===== config.mk =====
export PLATFORM = sky130hd
export DESIGN_NAME = stopwatch_display_flat
export DESIGN_NICKNAME = d
export VERILOG_FILES = /design/src/rtl/stopwatch_display_if.sv /design/src/rtl/stopwatch_display.sv /design/src/flat_wrapper.sv
export SDC_FILE = /design/constraint.sdc
export NUM_CORES = 1
export LEC_CHECK = 0
export ABC_AREA = 0
export BUFFER_PORTS_ARGS = -buffer_cell sky130_fd_sc_hd__buf_2
export CAP_MARGIN = 25
export CORE_ASPECT_RATIO = 1.1
export CORE_MARGIN = 5
export CORE_UTILIZATION = 32
export DETAILED_ROUTE_END_ITERATION = 8
export GPL_TIMING_DRIVEN = 0
export HOLD_SLACK_MARGIN = 0.08
export PLACE_DENSITY_LB_ADDON = 0.2
export SETUP_SLACK_MARGIN = 0.1
export SYNTH_ARGS = -nofsm -noshare
export SYNTH_HDL_FRONTEND = slang
export SYNTH_SLANG_ARGS = --single-unit

===== constraint.sdc =====
create_clock -name clk -period 2.7 [get_ports clk]
set_input_delay 0.135 -clock clk [delete_from_list [all_inputs] [get_ports clk]]
set_output_delay 0.135 -clock clk [all_outputs]
set_load 0.02 [all_outputs]

===== src/rtl/stopwatch_display_if.sv =====
// Signal bundle between a stopwatch time source and the MM:SS 7-segment display driver.
interface stopwatch_display_if;
    logic [7:0]  minutes;
    logic [5:0]  seconds;
    logic [1:0]  status;
    logic [3:0]  an;
    logic [6:0]  seg;
    logic        dp;
    logic [15:0] bcd;
    logic        busy;
    logic        ovf;
    logic [1:0]  state_dbg;

    // No handshake: the source presents levels continuously and the display samples
    // them whenever its converter is idle; busy only reports that a conversion is running.
    modport master (
        output minutes, seconds, status,
        input  an, seg, dp, bcd, busy, ovf, state_dbg
    );

    modport slave (
        input  minutes, seconds, status,
        output an, seg, dp, bcd, busy, ovf, state_dbg
    );
endinterface


===== src/rtl/stopwatch_display.sv =====
// Binary MM:SS to BCD (sequential double-dabble) plus a 4-digit multiplexed common-anode display.
// Optional macro STOPWATCH_DISP_BLINK_EN blanks the display on alternating periods while paused.
module stopwatch_display #(
    parameter int REFRESH_DIV  = 1000,
    parameter int BLINK_FRAMES = 64
) (
    input  logic                clk,
    input  logic                rst,
    stopwatch_display_if.slave  dif
);

    localparam int              PW        = (REFRESH_DIV > 1) ? $clog2(REFRESH_DIV) : 1;
    localparam logic [PW-1:0]   PRESC_MAX = PW'(REFRESH_DIV - 1);

    typedef enum logic [1:0] {
        S_IDLE   = 2'd0,
        S_MIN    = 2'd1,
        S_SEC    = 2'd2,
        S_COMMIT = 2'd3
    } state_t;

    state_t      state_q, state_d;
    logic [13:0] last_q, last_d;
    logic [7:0]  work_q, work_d;
    logic [6:0]  bin_q, bin_d;
    logic [2:0]  iter_q, iter_d;
    logic [7:0]  min_bcd_q, min_bcd_d;
    logic        ovf_pend_q, ovf_pend_d;
    logic [15:0] bcd_q, bcd_d;
    logic        ovf_q, ovf_d;

    logic [PW-1:0] presc_q, presc_d;
    logic [1:0]    idx_q, idx_d;
    logic [3:0]    an_q, an_d;
    logic [6:0]    seg_q, seg_d;
    logic          dp_q, dp_d;

    logic [14:0] shifted;
    logic [6:0]  min_clamped;
    logic        scan_step;
    logic [3:0]  nibble;
    logic        blank;

    function automatic logic [7:0] add3(input logic [7:0] v);
        logic [3:0] hi;
        logic [3:0] lo;
        hi = (v[7:4] >= 4'd5) ? v[7:4] + 4'd3 : v[7:4];
        lo = (v[3:0] >= 4'd5) ? v[3:0] + 4'd3 : v[3:0];
        return {hi, lo};
    endfunction

    function automatic logic [6:0] enc(input logic [3:0] d);
        logic [6:0] s;
        case (d)
            4'd0:    s = 7'b1000000;
            4'd1:    s = 7'b1111001;
            4'd2:    s = 7'b0100100;
            4'd3:    s = 7'b0110000;
            4'd4:    s = 7'b0011001;
            4'd5:    s = 7'b0010010;
            4'd6:    s = 7'b0000010;
            4'd7:    s = 7'b1111000;
            4'd8:    s = 7'b0000000;
            4'd9:    s = 7'b0010000;
            default: s = 7'b1111111;
        endcase
        return s;
    endfunction

    assign min_clamped = (dif.minutes > 8'd99) ? 7'd99 : dif.minutes[6:0];
    // One double-dabble step: correct digits >= 5, then shift the next binary MSB in.
    assign shifted     = {add3(work_q), bin_q} << 1;

    always_comb begin
        state_d    = state_q;
        last_d     = last_q;
        work_d     = work_q;
        bin_d      = bin_q;
        iter_d     = iter_q;
        min_bcd_d  = min_bcd_q;
        ovf_pend_d = ovf_pend_q;
        bcd_d      = bcd_q;
        ovf_d      = ovf_q;
        case (state_q)
            S_IDLE: begin
                if ({dif.minutes, dif.seconds} != last_q) begin
                    last_d     = {dif.minutes, dif.seconds};
                    bin_d      = min_clamped;
                    work_d     = 8'h00;
                    iter_d     = 3'd0;
                    ovf_pend_d = (dif.minutes > 8'd99);
                    state_d    = S_MIN;
                end
            end
            S_MIN: begin
                work_d = shifted[14:7];
                bin_d  = shifted[6:0];
                iter_d = iter_q + 3'd1;
                if (iter_q == 3'd6) begin
                    // Seconds come from the captured copy so mid-conversion input changes are ignored.
                    min_bcd_d = shifted[14:7];
                    work_d    = 8'h00;
                    bin_d     = {last_q[5:0], 1'b0};
                    iter_d    = 3'd0;
                    state_d   = S_SEC;
                end
            end
            S_SEC: begin
                work_d = shifted[14:7];
                bin_d  = shifted[6:0];
                iter_d = iter_q + 3'd1;
                if (iter_q == 3'd5) begin
                    state_d = S_COMMIT;
                end
            end
            S_COMMIT: begin
                bcd_d   = {min_bcd_q, work_q};
                ovf_d   = ovf_pend_q;
                state_d = S_IDLE;
            end
            default: state_d = S_IDLE;
        endcase
    end

    assign scan_step = (presc_q == PRESC_MAX);

    always_comb begin
        case (idx_q)
            2'd0:    nibble = bcd_q[3:0];
            2'd1:    nibble = bcd_q[7:4];
            2'd2:    nibble = bcd_q[11:8];
            default: nibble = bcd_q[15:12];
        endcase
    end

`ifdef STOPWATCH_DISP_BLINK_EN
    localparam int FW = (BLINK_FRAMES > 1) ? $clog2(BLINK_FRAMES) : 1;
    localparam logic [FW-1:0] FRAME_MAX = FW'(BLINK_FRAMES - 1);

    logic [FW-1:0] frame_q, frame_d;
    logic          phase_q, phase_d;

    always_comb begin
        frame_d = frame_q;
        phase_d = phase_q;
        if (dif.status != 2'b10) begin
            frame_d = '0;
            phase_d = 1'b0;
        end else if (scan_step && idx_q == 2'd3) begin
            if (frame_q == FRAME_MAX) begin
                frame_d = '0;
                phase_d = ~phase_q;
            end else begin
                frame_d = frame_q + 1'b1;
            end
        end
    end

    always_ff @(posedge clk or posedge rst) begin
        if (rst) begin
            frame_q <= '0;
            phase_q <= 1'b0;
        end else begin
            frame_q <= frame_d;
            phase_q <= phase_d;
        end
    end

    assign blank = (dif.status == 2'b10) && phase_q;
`else
    assign blank = 1'b0;
`endif

    always_comb begin
        presc_d = scan_step ? '0 : presc_q + 1'b1;
        idx_d   = scan_step ? idx_q + 2'd1 : idx_q;
        an_d    = blank ? 4'b1111 : ~(4'b0001 << idx_q);
        seg_d   = enc(nibble);
        // The colon is the minutes-units decimal point, lit only while the clock is live.
        dp_d    = ~((idx_q == 2'd2) && (dif.status == 2'b01 || dif.status == 2'b10));
    end

    always_ff @(posedge clk or posedge rst) begin
        if (rst) begin
            state_q    <= S_IDLE;
            last_q     <= '0;
            work_q     <= '0;
            bin_q      <= '0;
            iter_q     <= '0;
            min_bcd_q  <= '0;
            ovf_pend_q <= 1'b0;
            bcd_q      <= '0;
            ovf_q      <= 1'b0;
            presc_q    <= '0;
            idx_q      <= '0;
            an_q       <= 4'b1111;
            seg_q      <= 7'h7F;
            dp_q       <= 1'b1;
        end else begin
            state_q    <= state_d;
            last_q     <= last_d;
            work_q     <= work_d;
            bin_q      <= bin_d;
            iter_q     <= iter_d;
            min_bcd_q  <= min_bcd_d;
            ovf_pend_q <= ovf_pend_d;
            bcd_q      <= bcd_d;
            ovf_q      <= ovf_d;
            presc_q    <= presc_d;
            idx_q      <= idx_d;
            an_q       <= an_d;
            seg_q      <= seg_d;
            dp_q       <= dp_d;
        end
    end

    assign dif.an        = an_q;
    assign dif.seg       = seg_q;
    assign dif.dp        = dp_q;
    assign dif.bcd       = bcd_q;
    assign dif.ovf       = ovf_q;
    assign dif.busy      = (state_q != S_IDLE);
    assign dif.state_dbg = state_q;

endmodule

===== src/flat_wrapper.sv =====
// flat-port wrapper written by rule: the top's interface ports become plain ports
module stopwatch_display_flat 
#(
    parameter int REFRESH_DIV  = 1000,
    parameter int BLINK_FRAMES = 64
)
  (clk, rst, dif_minutes, dif_seconds, dif_status, dif_an, dif_seg, dif_dp, dif_bcd, dif_busy, dif_ovf, dif_state_dbg);
  stopwatch_display_if dif_i ();
  input  logic clk;
  input  logic rst;
  input wire logic [$bits(dif_i.minutes)-1:0] dif_minutes;
  input wire logic [$bits(dif_i.seconds)-1:0] dif_seconds;
  input wire logic [$bits(dif_i.status)-1:0] dif_status;
  output wire logic [$bits(dif_i.an)-1:0] dif_an;
  output wire logic [$bits(dif_i.seg)-1:0] dif_seg;
  output wire logic [$bits(dif_i.dp)-1:0] dif_dp;
  output wire logic [$bits(dif_i.bcd)-1:0] dif_bcd;
  output wire logic [$bits(dif_i.busy)-1:0] dif_busy;
  output wire logic [$bits(dif_i.ovf)-1:0] dif_ovf;
  output wire logic [$bits(dif_i.state_dbg)-1:0] dif_state_dbg;
  assign dif_i.minutes = dif_minutes;
  assign dif_i.seconds = dif_seconds;
  assign dif_i.status = dif_status;
  assign dif_an = dif_i.an;
  assign dif_seg = dif_i.seg;
  assign dif_dp = dif_i.dp;
  assign dif_bcd = dif_i.bcd;
  assign dif_busy = dif_i.busy;
  assign dif_ovf = dif_i.ovf;
  assign dif_state_dbg = dif_i.state_dbg;
  stopwatch_display #(.REFRESH_DIV(REFRESH_DIV), .BLINK_FRAMES(BLINK_FRAMES)) u_core (.clk(clk), .rst(rst), .dif(dif_i));
endmodule

Word-level counts from Yosys, hierarchy flattened
Memories as Yosys holds them, arrays and structs flattened. A register that Yosys moved wholly into a read port is not among the register bits.
Cells that the tools add are included.
- flip-flop bits (word level): 77
- ROM bits: 112
- output and inout bits: 32
- logic and storage cells: 67
- memories: 1
- $add $sub $neg: 5
- magnitude comparators: 3
- equality and inequality tests: 14
- shift-type cells: 1
- multiplexer cells: 18
- bitwise operators: 2
- reductions and logical operators: 10
- memories (memory ; words ; bits a word ; read ports ; clocked after memory_dff ; wr ports ; RTL line ; text):
    (no name shown) ; 16 ; 7 ; 1 ; 1 ; 0 ; stopwatch_display.sv:54 ; case (d)
- operator list (kind ; number):
    $pmux 8 s3 ; 1
    $mux 7 ; 3
    $pmux 7 s3 ; 1
    $mux 8 ; 2
    $ne 14x14->1 ; 1
    $pmux 4 s3 ; 1
    $add 10x1->10 const B ; 1
    $eq 10x10->1 const B ; 1
    $mux 10 ; 1
    $mux 3 ; 3
    $pmux 3 s3 ; 1
    $eq 2x2->1 const B ; 4
    $ge 4x3->1 const B ; 2
    $gt 8x7->1 const B ; 1
    $pmux 2 s4 ; 1
    $eq 2x1->1 const B ; 3
    $eq 3x3->1 const B ; 2
    $mux 2 ; 3
    $ne 2x1->1 const B ; 3
    $reduce_and 2->1 ; 3
    $add 4x2->4 const B ; 1
    $logic_not 2->1 ; 2
    $mux 4 ; 1
    $not 4->4 ; 1
    10 further kinds ; 10

Depth between registers and ports, before layout
Gate-level depths: netlist of run 1.
- depth after elaboration: 4
- gate-level depth with buffers: 9
- mapped depth without buffers: 8

Worst setup path after synthesis of run 1
OpenSTA, ideal clock, no wires.
- path type: flip-flop to flip-flop
- from: register u_core.state_q[0], in the netlist u_core.dif.state_dbg[0]
- to: register u_core.work_q[1]
- arrival time: 2.026 ns
- required time: 2.579 ns
- slack: 0.553 ns
- cell stages (with the launch flop): 10
- clock period less this slack: 2.147 ns
- cell sequence: dfrtp_1 -> inv_1 -> ha_1 -> buf_2 -> inv_1 -> nor3_1 -> and4_4 -> or2_1 -> buf_4 -> a22o_1
- cells in the longest elaborated chain, start to end: 3
- elaborated cells on any way between the ends: 7
- classes of those cells: eq/ne (3); mux (1); reduce/logical (3)
- RTL lines (what ; RTL line ; text):
    from (decl) ; stopwatch_display.sv:22 ; state_t state_q, state_d;
    from (signal assigned) ; stopwatch_display.sv:200 ; state_q <= state_d;
    $eq 2x1->1 (tied with other cells) ; stopwatch_display.sv:84 ; case (state_q)
    $reduce_bool 3->1 (no line) or $ne 2x1->1 (tied branches) ; - ;
    $reduce_and 2->1 (no line) ; - ;
    to (signal assigned) ; stopwatch_display.sv:202 ; work_q <= work_d;
    to (decl) ; stopwatch_display.sv:24 ; logic [7:0] work_q, work_d;
Several ways; a longest one is shown, not always the timed one.
A chain may end at the register's enable or synchronous reset.

Worst setup path in the final report of run 1
- from: register u_core.state_q[0], in the netlist u_core.dif.state_dbg[0]
- to: register u_core.bin_q[5]
- cells in the longest elaborated chain, start to end: 3
- elaborated cells on any way between the ends: 7
- classes of those cells: eq/ne (3); mux (1); reduce/logical (3)
- RTL lines (what ; RTL line ; text):
    $eq 2x1->1 (tied with other cells) ; stopwatch_display.sv:84 ;
    $reduce_bool 3->1 (no line) or $ne 2x1->1 (tied branches) ; - ;
    $reduce_and 2->1 (no line) ; - ;
    to (signal assigned) ; stopwatch_display.sv:203 ; bin_q <= bin_d;
    to (decl) ; stopwatch_display.sv:25 ; logic [6:0] bin_q, bin_d;
Several ways; a longest one is shown, not always the timed one.

==> qor.csv, run 1 <==
metric,value,unit
routedWlPerCell,15.1,µm
setup_viol_count_final,0,
ys_ff_latch,84,
post_synth_num_cell_types,48,
post_synth_inst_count,356,
antenna-diode-count,0,
powerDensity,1050,mW/mm²
cts-htree-levels,3,
buffer_type_at_the_clock_tree_root,sky130_fd_sc_hd__clkbuf_16,
grt_antenna_before_repair,0,
timing.hold.ws,0.109,ns
dp_hpwl,6470,µm
yosys.area_share.simple,9.57,%
maxUsedRoutingLayer,met4,
first_global_vias,2946,
route.layer.met1.wl,4140,µm
worst_endpoint_required_time,2.99,ns
reg_to_reg_slack_setup,0.51,ns
worst-r2r-cell-count,8,
grt-ovfl-total,0,
multi_input_area,0.00187,mm²
synthesized_area_per_cell,11.6,µm²
firstDrtPassIters,5,
grt_first_pass_wirelength,15000,µm
routability_cong,0.807,
clock_pin_slew_on_the_worst_setup_and_hold_paths,0.06,ns
cts_tree,done,
wl_met3,436,µm
wl_met2,4220,µm
die_width,118,µm
nets,469,
placementRows,43,
outcome,"finished, final reports clean",
floorplan.initialDensity,32.7,%
worstMarginPinSlew,0.678,ns
layout_worst_path_cycle_share,81.2,%
ant_nets,0,
synth_async_reset_ratio,100,%
layout.core_utilization,39.9,%
clock_sink_count,84,
max_slew_margin,54.8,%
hold_path_class,primary input to register,
syn-cell-area,0.00413,mm²
synth_enable_flop_cells,0,
final_cell_area,0.00504,mm²
arrival,2.48,ns
synth-adder-area-share,6.36,%
r2r_end,u_core.bin_q[5]$_DFFE_PP0P_,
dominantRegCellSynth,sky130_fd_sc_hd__dfrtp_1,
numPlacedInstances,563,
combinational_family_with_the_most_area_after_synthesis,multiplexers,
cts.path.max_buffers,2,
vdd_drop_max,0.449,mV
wirelength,8930,µm
track_usage,12.3,%
hold_violations,0,
route.detailed.drc,0,
filler_cell_count,1248,
static-leakage-power,2.30,nW
classification_of_the_worst_setup_path,register to register,
cts_post_setup_buffers_inserted,0,
timing.final.crit_period,2.19,ns
die-height,129,µm
clock_network_latency_to_the_later_pin_of_the_worst_skew_pair,0.34,ns
via_density_per_instance,4.90,
synthXorXnorAreaFrac,5.30,%
critPathMaxFanout,10,
grt_start_max_net_pins,54,
timing.hold.worst.start,dif_minutes[3],
report.power.total,0.00531,W
report.final.slew_viol_count,0,
cap_violations,0,
floorplan.core_area,0.0126,mm²
post_route_cells_drive_above_1_share,29.2,%
cts_made_buffers,9,
ff_latch_area,0.00212,mm²
synth.mux.area_fraction,12.9,%
critical_path.endpoint_type,register,
timing.fmax,456,MHz
rsz0062_at_grt,false,
detailed_place.area,0.00460,mm²
port-buffer-count,49,
holdPathEnd,u_core.last_q[9]$_DFFE_PP0P_,
fin_cells,592,
boundaryPins,50,
drt_iter0_markers,195,
vias,2898,
timing.rr.start,u_core.dif.state_dbg[0]$_DFFE_PP0P_,
synth_compound_area_share,11.1,%
finClkSkew,0.00695,ns
synth.yosys.warnings,0,
synth_fp_nets,395,
dieArea,0.0153,mm²
flow.area_growth_from_synthesis,22.1,%
worst_hold_path.num_cells,2,
seq_area_frac_synth,51.3,%
startpoint_type,register,
## sequential cells by signal, summed over array words and instances (netlist names)
| name | cells |
|---|---|
| u_core.dif.bcd | 16 |
| u_core.dif.state_dbg | 2 |
| u_core.dif.an | 4 |
| u_core.dif.seg | 7 |
| u_core.dif.ovf | 1 |
| u_core.ovf_pend_q | 1 |
| u_core.min_bcd_q | 8 |
| u_core.work_q | 8 |
| u_core.idx_q | 2 |
| u_core.dif.dp | 1 |
| u_core.bin_q | 7 |
| u_core.presc_q | 10 |
| u_core.last_q | 14 |
| u_core.iter_q | 3 |
## worst max-delay path by stage
stage / from / endpoint / slack [ns] / cells past startpoint
after floorplan: rst / u_core.bin_q[0]$_DFFE_PP0P_ / 0.42 / 1
after global placement: rst / u_core.dif.bcd[5]$_DFFE_PP0N_ / -0.74 / 2
after detailed placement: u_core.dif.state_dbg[0]$_DFFE_PP0P_ / u_core.bin_q[1]$_DFFE_PP0P_ / 0.52 / 8
after CTS: u_core.dif.state_dbg[0]$_DFFE_PP0P_ / u_core.bin_q[1]$_DFFE_PP0P_ / 0.50 / 8
after global routing: u_core.dif.state_dbg[0]$_DFFE_PP0P_ / u_core.work_q[0]$_DFFE_PP0P_ / 0.33 / 9
final: u_core.dif.state_dbg[0]$_DFFE_PP0P_ / u_core.bin_q[5]$_DFFE_PP0P_ / 0.51 / 8
## placed cells by master (no fill, tap or decap), drive strengths merged, types with 3 or more instances in the layout
cell and count:
dfrtp 72, buf 54, mux2 39, nor2 26
inv 26, o21ai 25, nand2 22, ha 21
xor2 18, clkbuf 17, dlygate4sd3 13, dfstp 12
mux2i 9, a21oi 9, nand3 8, xnor2 7
a222oi 7, a22o 5, nor3 4, nand2b 4
a21o 4, nor2b 3, nor4 3
## metrics by stage
step	setup slack (ns)	TNS [ns]
global placement	-0.736	-52.54
global route	0.329	0
detailed placement	0.522	0
floorplan	0.420	0
finish	0.507	0
CTS	0.504	0
## layer usage
layer,GRT usage (%),vias to the layer above
met3,3.45,10
met4,5.40,0
met2,20.0,68
met5,0,-
met1,15.4,1417
li1,-,1403
## critical path, stage by stage, from the launching register on
cell and delay (ns):
sky130_fd_sc_hd__dfrtp_1 0.40, sky130_fd_sc_hd__inv_1 0.11, sky130_fd_sc_hd__ha_1 0.31, sky130_fd_sc_hd__clkbuf_1 0.36, sky130_fd_sc_hd__o21a_1 0.22, sky130_fd_sc_hd__clkbuf_1 0.39
sky130_fd_sc_hd__nand2_1 0.11, sky130_fd_sc_hd__o221ai_1 0.08, sky130_fd_sc_hd__mux2_1 0.15
## area by class of cell
class | count | share of cell area (%)
sequential | 84 | 42.0
buffer | 10 | 1.02
tap | 157 | 3.89
inverter | 25 | 1.91
timing repair buffer | 63 | 7.99
clock inverter | 5 | 1.17
clock buffer | 11 | 5.01
multi-input combinational | 237 | 37.0
## synth_stat cells, types with 3 or more instances
cell                       instances  area (µm²)
sky130_fd_sc_hd__dfrtp_1          72        1800
sky130_fd_sc_hd__mux2_2           35         394
sky130_fd_sc_hd__inv_1            25        93.8
sky130_fd_sc_hd__nor2_1           25        93.8
sky130_fd_sc_hd__ha_1             21         263
sky130_fd_sc_hd__nand2_1          21        78.8
sky130_fd_sc_hd__o21ai_0          20         100
sky130_fd_sc_hd__xor2_1           18         158
sky130_fd_sc_hd__dfstp_2          12         315
sky130_fd_sc_hd__a21oi_1           9        45.0
sky130_fd_sc_hd__mux2i_1           9        90.1
sky130_fd_sc_hd__nand3_1           8        40.0
sky130_fd_sc_hd__a222oi_1          7        70.1
sky130_fd_sc_hd__xnor2_1           7        61.3
sky130_fd_sc_hd__clkbuf_1          6        22.5
sky130_fd_sc_hd__a22o_1            5        43.8
sky130_fd_sc_hd__o21ai_1           5        25.0
sky130_fd_sc_hd__a21o_1            4        30.0
sky130_fd_sc_hd__nand2b_1          4        25.0
sky130_fd_sc_hd__nor3_1            4        20.0
sky130_fd_sc_hd__mux2_1            3        33.8
sky130_fd_sc_hd__nor2b_1           3        18.8
sky130_fd_sc_hd__nor4_2            3        37.5
## report_power, final
part | leakage [nW] | internal [W] | switching, W
combinational | 1.11 | 0.000890 | 0.00119
clock | 0.148 | 0.000769 | 0.000515
sequential | 1.04 | 0.00167 | 0.000279
## what timing repair did
item / in CTS / in global routing
endpoints found under the hold margin: 42 / 0
gates resized for setup: 0 / 0
hold buffers: 13 / 0
## kinds of logic after synthesis
family / after synthesis
simple gates: 76
xor+xnor: 25
mux: 48
compound gates: 67
fa+ha+maj: 21
flops: 84
buf+inv: 35
Power figures use the tool's default switching activity.
==> run 2: changes to the inputs <==
==> constraint.sdc (replaced) <==
create_clock -name clk -period 2.1 [get_ports clk]
set_input_delay 0.105 -clock clk [delete_from_list [all_inputs] [get_ports clk]]
set_output_delay 0.105 -clock clk [all_outputs]
set_load 0.02 [all_outputs]
==> run 2 against run 1 <==
Against the previous run: combinational power rose by 39%; register-to-register slack got worse by 0.35 ns; critical path depth fell by 1; critical endpoint is now u_core.dif.seg[6]$_DFF_PP1_; largest power group unchanged.
==> qor.csv, run 2 (synthesis gave the netlist of run 1 again) <==
metric,value,unit
path_cells,inv_1 > ha_4 > a222oi_1 > mux2i_4 > ha_2 > o21ai_0 > a21oi_1,
wirelength,9120,µm
hold_path_class,primary input to register,
timing.final.crit_period,1.94,ns
cts_made_buffers,9,
buffer_type_at_the_clock_tree_root,sky130_fd_sc_hd__clkbuf_16,
flow.area_growth_from_synthesis,27.5,%
routedWlPerCell,15.0,µm
r2r_end,u_core.dif.seg[6]$_DFF_PP1_,
most-common-layout-cells,"69 x sky130_fd_sc_hd__dfrtp_1, 51 x sky130_fd_sc_hd__buf_2, 35 x sky130_fd_sc_hd__mux2_2",
rsz0062_at_grt,false,
timing.rr.start,u_core.idx_q[1]$_DFFE_PP0N_,
grt_antenna_before_repair,0,
die_width,118,µm
largest_reg_flops,16,
reg_to_reg_slack_setup,0.16,ns
drt_iter0_markers,127,
arrival,2.21,ns
floorplan.initialDensity,32.7,%
routability_cong,0.786,
firstDrtPassIters,4,
vdd_drop_max,0.649,mV
clock_pin_slew_on_the_worst_setup_and_hold_paths,0.07,ns
final_cell_area,0.00527,mm²
boundaryPins,50,
clock_network_latency_to_the_later_pin_of_the_worst_skew_pair,0.34,ns
final.setup.worst_slack,0.159,ns
placementRows,43,
ant_nets,0,
startpoint_type,register,
timing.fmax,515,MHz
via_density_per_instance,4.90,
vias,2987,
outcome,"finished, final reports clean",
grt-ovfl-total,0,
timing.hold.worst.start,dif_minutes[2],
first_global_vias,2976,
route.detailed.drc,0,
numPlacedInstances,564,
dieArea,0.0153,mm²
ff_latch_area,0.00212,mm²
dp_hpwl,6580,µm
setup_viol_count_final,0,
preCtsSetupSlack,-0.0604,ns
die-height,129,µm
nets,486,
finClkSkew,0.00854,ns
report.final.slew_viol_count,0,
max_slew_margin,57.0,%
floorplan.core_area,0.0126,mm²
cap_violations,0,
powerDensity,1330,mW/mm²
cts.path.max_buffers,2,
multi_input_area,0.00194,mm²
slowest_stage,sky130_fd_sc_hd__a222oi_1,
static-leakage-power,2.39,nW
cts-htree-levels,3,
fin_cells,609,
leading_cell_type_in_the_layout_fill_and_taps_excluded,sky130_fd_sc_hd__dfrtp_1,
port-buffer-count,49,
critical_path.endpoint_type,register,
timing.critical_path.buf_inv,1,
critPathMaxFanout,6,
cts_tree,done,
track_usage,12.4,%
cp_top_family,compound AO/OA/AOI/OAI gates,
holdPathEnd,u_core.last_q[8]$_DFFE_PP0P_,
clock_sink_count,84,
antenna-diode-count,0,
crit_start,u_core.idx_q[1]$_DFFE_PP0N_,
post_route_cells_drive_above_1_share,36.7,%
grt_first_pass_wirelength,15300,µm
hold_violations,0,
filler_cell_count,1190,
classification_of_the_worst_setup_path,register to register,
worstMarginPinSlew,0.646,ns
detailed_place.area,0.00462,mm²
grt_start_max_net_pins,38,
cpPeakStageDelay,0.49,ns
layout_worst_path_cycle_share,92.4,%
worst_hold_path.num_cells,2,
worst-r2r-cell-count,7,
worst_endpoint_required_time,2.37,ns
-- run 2: changes by cell type in the layout (fill, tap and decap cells not counted), sizes merged --
| cell | previous run | this run |
|---|---|---|
| buf | 54 | 69 |
| clkbuf | 17 | 14 |
| clkinv | 1 | 2 |
| dlygate4sd3 | 13 | 16 |
| inv | 26 | 27 |
-- run 2: worst register-to-register path: cells and delay by family, from the launching register on --
family                   cells  cell delay, ns
buffers and inverters        1            0.10
flip-flops                   1            0.38
AO/OA/AOI/OAI                3            0.77
adder cells (fa/ha/maj)      2            0.43
multiplexers                 1            0.19
-- run 2: stage by stage --
| step | hold slack (ns) | util, % | setup TNS [ns] | power (W) |
|---|---|---|---|---|
| final | 0.0966 | 41.7 | 0 | 0.00699 |
| after global routing | 0.0903 | 41.7 | 0 | 0.00750 |
| after CTS | 0.0841 | 40.4 | 0 | 0.00693 |
| after detailed placement | 0.133 | 36.5 | -0.271 | 0.00522 |
| after global placement | 0.336 | 36.2 | 0 | 0.00514 |
| after floorplan | 0.234 | - | 0 | 0.00444 |
-- run 2: area by class of cell --
type | instances | area share [%]
Sequential cell | 84 | 40.3
Multi-Input combinational cell | 237 | 36.9
Timing Repair Buffer | 80 | 10.3
Clock buffer | 9 | 4.28
Tap cell | 157 | 3.73
Inverter | 25 | 1.90
Clock inverter | 7 | 1.38
Buffer | 10 | 1.24
-- run 2: how the worst max path moves through the flow --
stage                                                to  slack (ns)  depth (start not counted)
floorplan                  u_core.work_q[1]$_DFFE_PP0P_        0.12                          9
global placement            u_core.bin_q[6]$_DFFE_PP0P_       0.006                          8
detailed placement         u_core.work_q[3]$_DFFE_PP0P_       -0.06                          8
CTS                 u_core.dif.state_dbg[1]$_DFFE_PP0P_        0.09                          9
global route                u_core.dif.seg[6]$_DFF_PP1_        0.02                          7
finish                      u_core.dif.seg[6]$_DFF_PP1_        0.16                          7
-- run 2: power breakdown --
part           switching [W]  internal [W]
Sequential          0.000358       0.00214
Combinational        0.00161       0.00128
Clock               0.000673      0.000928
-- run 2: timing repair --
action | in CTS | in global routing
setup endpoints to repair | 20 | 40
cloned | 0 | 0
pin swaps | 3 | 8
resized for setup | 10 | 25
buffers inserted | 2 | 11
endpoints found under the hold margin | 29 | 0
hold buffers | 16 | 0
-- run 2: per-layer routing --
layer / up-vias / GRT usage [%] / part of all wire (%)
li1: 1441 / - / -
met5: - / 0 / 0
met2: 50 / 20.3 / 48
met4: 0 / 5.87 / 2.1
met1: 1482 / 15.8 / 45
met3: 14 / 2.66 / 4.0
